==> src/rtl/mem_arbiter.sv <==
// mem_arbiter: shares one memory slave between the CPU instruction and data request ports.
// Latency: a request is forwarded in its arrival cycle when the slave is idle; the response returns combinationally.
// Backpressure: a losing or busy-time request is held in a per-port buffer and issued one cycle after the response.
module mem_arbiter #(
  parameter int RR_EN   = 0,
  parameter int TIMEOUT = 0,
  parameter int TCNT_W  = 16
) (
  input  logic        rst,
  input  logic        clk,
  input  logic        i_valid,
  input  logic        i_instr,
  input  logic [31:0] i_addr,
  input  logic [31:0] i_wdata,
  input  logic [3:0]  i_wstrb,
  output logic [31:0] i_rdata,
  output logic        i_ready,
  input  logic        d_valid,
  input  logic        d_instr,
  input  logic [31:0] d_addr,
  input  logic [31:0] d_wdata,
  input  logic [3:0]  d_wstrb,
  output logic [31:0] d_rdata,
  output logic        d_ready,
  output logic        mem_valid,
  output logic        mem_instr,
  output logic [31:0] mem_addr,
  output logic [31:0] mem_wdata,
  output logic [3:0]  mem_wstrb,
  input  logic [31:0] mem_rdata,
  input  logic        mem_ready,
  output logic        timeout_err
);

  typedef enum logic [1:0] {
    IDLE   = 2'd0,
    BUSY_I = 2'd1,
    BUSY_D = 2'd2
  } state_t;

  typedef struct packed {
    logic        instr;
    logic [31:0] addr;
    logic [31:0] wdata;
    logic [3:0]  wstrb;
  } req_t;

  // The watchdog compares against TIMEOUT-1 because the counter starts at 0 in the first BUSY cycle.
  localparam bit                WD_EN = (TIMEOUT > 0);
  localparam logic [TCNT_W-1:0] TLAST = TCNT_W'((TIMEOUT > 0) ? (TIMEOUT - 1) : 0);

  state_t             state, state_nxt;
  req_t               i_live, d_live, i_buf, d_buf, i_sel, d_sel, fwd;
  logic               pend_i, pend_d;
  logic               req_i, req_d;
  logic               grant_i, grant_d;
  logic               cap_i, cap_d;
  logic               last_d;
  logic               tmo;
  logic [TCNT_W-1:0]  tcnt;

  assign i_live = {i_instr, i_addr, i_wdata, i_wstrb};
  assign d_live = {d_instr, d_addr, d_wdata, d_wstrb};

  // A pending request always takes precedence over the live inputs, which are ignored until it is granted.
  assign i_sel = pend_i ? i_buf : i_live;
  assign d_sel = pend_d ? d_buf : d_live;
  assign req_i = pend_i | i_valid;
  assign req_d = pend_d | d_valid;

  // A port never captures while its own transaction is in flight or already buffered.
  assign cap_i = rst && i_valid && !pend_i && (state != BUSY_I) && !grant_i;
  assign cap_d = rst && d_valid && !pend_d && (state != BUSY_D) && !grant_d;

  assign tmo = WD_EN && (state != IDLE) && (tcnt == TLAST);

  assign {mem_instr, mem_addr, mem_wdata, mem_wstrb} = fwd;

  // Arbitrate in IDLE with same-cycle forwarding; in BUSY steer the response (or a timeout) to the owner.
  always_comb begin
    state_nxt   = state;
    grant_i     = 1'b0;
    grant_d     = 1'b0;
    fwd         = '0;
    mem_valid   = 1'b0;
    i_ready     = 1'b0;
    i_rdata     = '0;
    d_ready     = 1'b0;
    d_rdata     = '0;
    timeout_err = 1'b0;
    if (!rst) begin
      state_nxt = IDLE;
    end else begin
      case (state)
        IDLE: begin
          if (req_d && (!req_i || (RR_EN == 0) || !last_d)) begin
            grant_d   = 1'b1;
            fwd       = d_sel;
            mem_valid = 1'b1;
            state_nxt = BUSY_D;
          end else if (req_i) begin
            grant_i   = 1'b1;
            fwd       = i_sel;
            mem_valid = 1'b1;
            state_nxt = BUSY_I;
          end
        end
        BUSY_I: begin
          if (mem_ready) begin
            i_ready   = 1'b1;
            i_rdata   = mem_rdata;
            state_nxt = IDLE;
          end else if (tmo) begin
            i_ready     = 1'b1;
            timeout_err = 1'b1;
            state_nxt   = IDLE;
          end
        end
        BUSY_D: begin
          if (mem_ready) begin
            d_ready   = 1'b1;
            d_rdata   = mem_rdata;
            state_nxt = IDLE;
          end else if (tmo) begin
            d_ready     = 1'b1;
            timeout_err = 1'b1;
            state_nxt   = IDLE;
          end
        end
        default: state_nxt = IDLE;
      endcase
    end
  end

  // State register; reset abandons any transaction in flight.
  always_ff @(posedge clk) begin
    if (!rst) state <= IDLE;
    else      state <= state_nxt;
  end

  // Pending buffers and the round-robin history bit (0 = instruction port granted last).
  always_ff @(posedge clk) begin
    if (!rst) begin
      pend_i <= 1'b0;
      pend_d <= 1'b0;
      i_buf  <= '0;
      d_buf  <= '0;
      last_d <= 1'b0;
    end else begin
      if (grant_i) begin
        pend_i <= 1'b0;
      end else if (cap_i) begin
        pend_i <= 1'b1;
        i_buf  <= i_live;
      end
      if (grant_d) begin
        pend_d <= 1'b0;
      end else if (cap_d) begin
        pend_d <= 1'b1;
        d_buf  <= d_live;
      end
      if (grant_i)      last_d <= 1'b0;
      else if (grant_d) last_d <= 1'b1;
    end
  end

  // Watchdog counter: cleared on issue, counts BUSY cycles that see no response.
  always_ff @(posedge clk) begin
    if (!rst)                                       tcnt <= '0;
    else if (grant_i || grant_d)                    tcnt <= '0;
    else if (WD_EN && (state != IDLE) && !mem_ready) tcnt <= tcnt + 1'b1;
  end

endmodule

==> config.mk <==
export PLATFORM = sky130hd
export DESIGN_NAME = mem_arbiter
export DESIGN_NICKNAME = d
export VERILOG_FILES = /design/src/rtl/mem_arbiter.sv
export SDC_FILE = /design/constraint.sdc
export NUM_CORES = 1
export LEC_CHECK = 0
export BUFFER_PORTS_ARGS = -buffer_cell sky130_fd_sc_hd__clkbuf_2
export CORE_ASPECT_RATIO = 0.5
export CORE_MARGIN = 3
export CORE_UTILIZATION = 30
export CTS_CLUSTER_DIAMETER = 50
export DETAILED_ROUTE_END_ITERATION = 10
export HOLD_SLACK_MARGIN = 0.12
export PLACE_DENSITY = 0.62
export SLEW_MARGIN = 25
export SYNTH_ARGS = -nofsm -noshare
export SYNTH_HDL_FRONTEND = slang
export SYNTH_SLANG_ARGS = --single-unit
==> constraint.sdc <==
create_clock -name clk -period 3.2 [get_ports clk]
set_clock_uncertainty 0.1 [all_clocks]
set_input_delay 0.96 -clock clk [delete_from_list [all_inputs] [get_ports clk]]
set_output_delay 0.96 -clock clk [all_outputs]
set_load 0.02 [all_outputs]
==> reports/metrics.yaml <==
run_status:
  status: "finished clean"
sta:
  post-route-period-util_pct: 97.08
  setup_slack_ns: 0.09348
  slew_headroom_pct: 43.02
  fmaxAchievable_mhz: 321.9
  setup_viol: 0
  period_minus_slack_ns: 3.107
  slew_violations: 0
  tns_ns: 0
  rsz0062_at_grt: "no"
  worstMarginPinSlew_ns: 0.8547
  hold_violations: 0
synthesis:
  syn_inst: 1098
  syn-num-nets: 1276
  synth_warnings: 0
  synth_seq_area_share_pct: 32.81
  synth_cell_types: 27
  syn_area_sq_um: 8663
  syn_avg_cell_area_sq_um: 7.890
  ys_seq_elements: 142
worst_setup_path:
  cp.arrival_ns: 2.05
  max_stage_delay_ns: 0.21
  start_kind: "input port"
  crit_family: "buffers and inverters"
  crit_type: "in2out"
  worst_setup_path_end_kind: "primary output"
  r2r_cells: 6
  worstPathRequired_ns: 2.14
  worstPathCellList: "buf_2 -> nor2_4 -> buf_12 -> nand3_1 -> a31oi_2 -> clkbuf_2"
  critPathSlowestCell: "buf_12"
  crit_buf_inv: 3
  cp_max_fo: 29
  cp.depth: 6
clocking:
  cts_buffers: 17
  h-tree-depth: 4
  clk_latency_ns: 0.42
  cts_tree: "done"
  root_buffer: "clkbuf_16"
  clk_pin_slew_ns: 0.05
  clockBufferDepth: 2
  clock_sinks: 142
global_route:
  grt_pass1_wl_mm: 43.59
  grt_max_degree: 207
  antenna_found_initial: 6
  grt_overflow: 0
  grt_usage_pct: 17.53
  first_global_vias: 8159
place:
  dp_hpwl_mm: 19.63
  gp_congestion: 0.7990
  numPortBuffers: 310
  post-place-ws_ns: 0.06701
  place_area_sq_um: 11080
floorplanning:
  die_w_um: 246.3
  pin_count: 312
  die_y_um: 126.2
  rows: 43
  dieArea_sq_um: 31080
  fp.coreArea_sq_um: 28030
  start_util_pct: 30.91
cells_and_area:
  area_delta_synth_final_pct: 34.99
  final_util_pct: 41.72
  seq_area_sq_um: 2850
  layout-drive-gt1-share_pct: 37.22
  fin_area_sq_um: 11700
  num-nets-final: 1531
  multi_input_area_sq_um: 5535
  nFillCells: 2824
route:
  vias_per_cell: 4.771
  postRouteAntennaNets: 0
  wirelength_mm: 27.78
  first_iter_violations: 453
  dr.pass1.iters: 5
  post_drt_wl_per_cell_um: 15.88
  drc: 0
  vias: 8344
power:
  power.density_nw_per_um2: 490.2
  total_power_mw: 5.733
  worst_ir_drop_vdd_mv: 0.2599
  power.leakage_nw: 4.949
min_path:
  hold-path-cell-count: 2
  hold_path.class: "reg2reg"
run:
  cap_violations: 0
## registers in the layout (all words and copies together) (netlist names)
| name | count |
|---|---|
| d_buf | 69 |
| pend_d | 1 |
| state | 2 |
| i_buf | 69 |
| pend_i | 1 |
## metal layers
layer	track usage, %	routed length [um]
met1	21.46	12200
met2	30.75	13750
met3	3.532	1237
met4	5.927	534
met5	0	57
## synthesized netlist by cell type
library cell | number | area (sq um)
buf_4 | 12 | 90.09
nor4b_1 | 1 | 8.760
a31oi_1 | 70 | 437.9
buf_2 | 11 | 55.05
and3_1 | 2 | 12.51
nand3b_1 | 70 | 525.5
mux2i_1 | 138 | 1381
nor2_1 | 3 | 11.26
nor3_1 | 1 | 5.000
nand3_1 | 70 | 350.3
nor2b_1 | 2 | 12.51
a21oi_1 | 5 | 25.02
o21ai_0 | 1 | 5.000
or2_2 | 1 | 6.260
buf_8 | 2 | 30.03
buf_6 | 2 | 22.52
inv_1 | 74 | 277.8
and2_1 | 64 | 400.4
nand2_1 | 278 | 1044
conb_1 | 1 | 3.750
ha_1 | 3 | 37.54
a2111oi_2 | 1 | 15.01
nand2b_1 | 2 | 12.51
buf_1 | 1 | 3.750
dfxtp_1 | 142 | 2843
clkbuf_1 | 72 | 270.3
mux2_2 | 69 | 777.0
## cell usage in the layout (no fill, tap or decap), drive strengths merged
| master | instances |
|---|---|
| or2 | 1 |
| nor4b | 1 |
| nor2b | 2 |
| nand2b | 2 |
| mux2 | 69 |
| bufinv | 3 |
| nor3 | 1 |
| a31oi | 70 |
| dfxtp | 142 |
| clkbuf | 332 |
| mux2i | 138 |
| and3 | 2 |
| and2 | 64 |
| inv | 74 |
| nand3 | 70 |
| nand2 | 278 |
| ha | 3 |
| clkinv | 4 |
| o21ai | 1 |
| conb | 1 |
| a2111oi | 1 |
| nor2 | 3 |
| diode | 2 |
| a21oi | 5 |
| nand3b | 70 |
| buf | 28 |
## tightest hold or removal path, cell delays in order (launching register included)
cell and delay, ns:
dfxtp_1 0.30, nand2_1 0.05, mux2i_1 0.05
## stage by stage
step | hold slack [ns] | instances
finish | 0.3516 | 1749
floorplan | 0.3313 | 1098
global route | 0.3662 | 1749
detailed placement | 0.3439 | 1715
global placement | 0.3415 | 1715
CTS | 0.3565 | 1746
## logic make-up (layout without fill, tap and decap cells)
family	Yosys count	count (layout)	synth area share, %
adders and majority gates	3	3	0.4333
muxes	207	207	24.91
DFF	142	142	32.81
AOI/OAI and AO/OA	77	77	5.575
and+or+nand+nor	494	494	27.57
other	1	3	0.04329
buffers and inverters	174	441	8.651
## area by class of cell
type | count | share of cell area [%]
clock inverters | 7 | 0.9415
diodes | 2 | 0.04279
repair buffers | 336 | 16.73
well taps | 382 | 4.087
multi-input cells | 782 | 47.33
flip-flops and latches | 142 | 24.37
inverters | 74 | 2.375
clock buffers | 24 | 4.119
## report_power, final
group          switching, mW  internal [mW]
sequential             0.106           1.95
combinational          0.927          0.695
clock                  0.775           1.28
total                   1.81           3.92
## worst paths after layout
path                               start                     end  slack (ns)
setup / recovery                 d_valid            mem_addr[19]        0.09
hold / removal    d_buf[63]$_SDFFE_PN0P_  d_buf[63]$_SDFFE_PN0P_        0.35
setup reg to reg   state[1]$_SDFFE_PN0P_  d_buf[39]$_SDFFE_PN0P_        0.88
hold reg to reg   d_buf[63]$_SDFFE_PN0P_  d_buf[63]$_SDFFE_PN0P_        0.35
## what timing repair did
item,4_1_cts,5_1_grt
hold buffers,0,0
gates resized for setup,0,1
setup buffers,0,1
endpoints found under the setup margin,0,1
No activity file was read; power rests on OpenSTA's default activity.
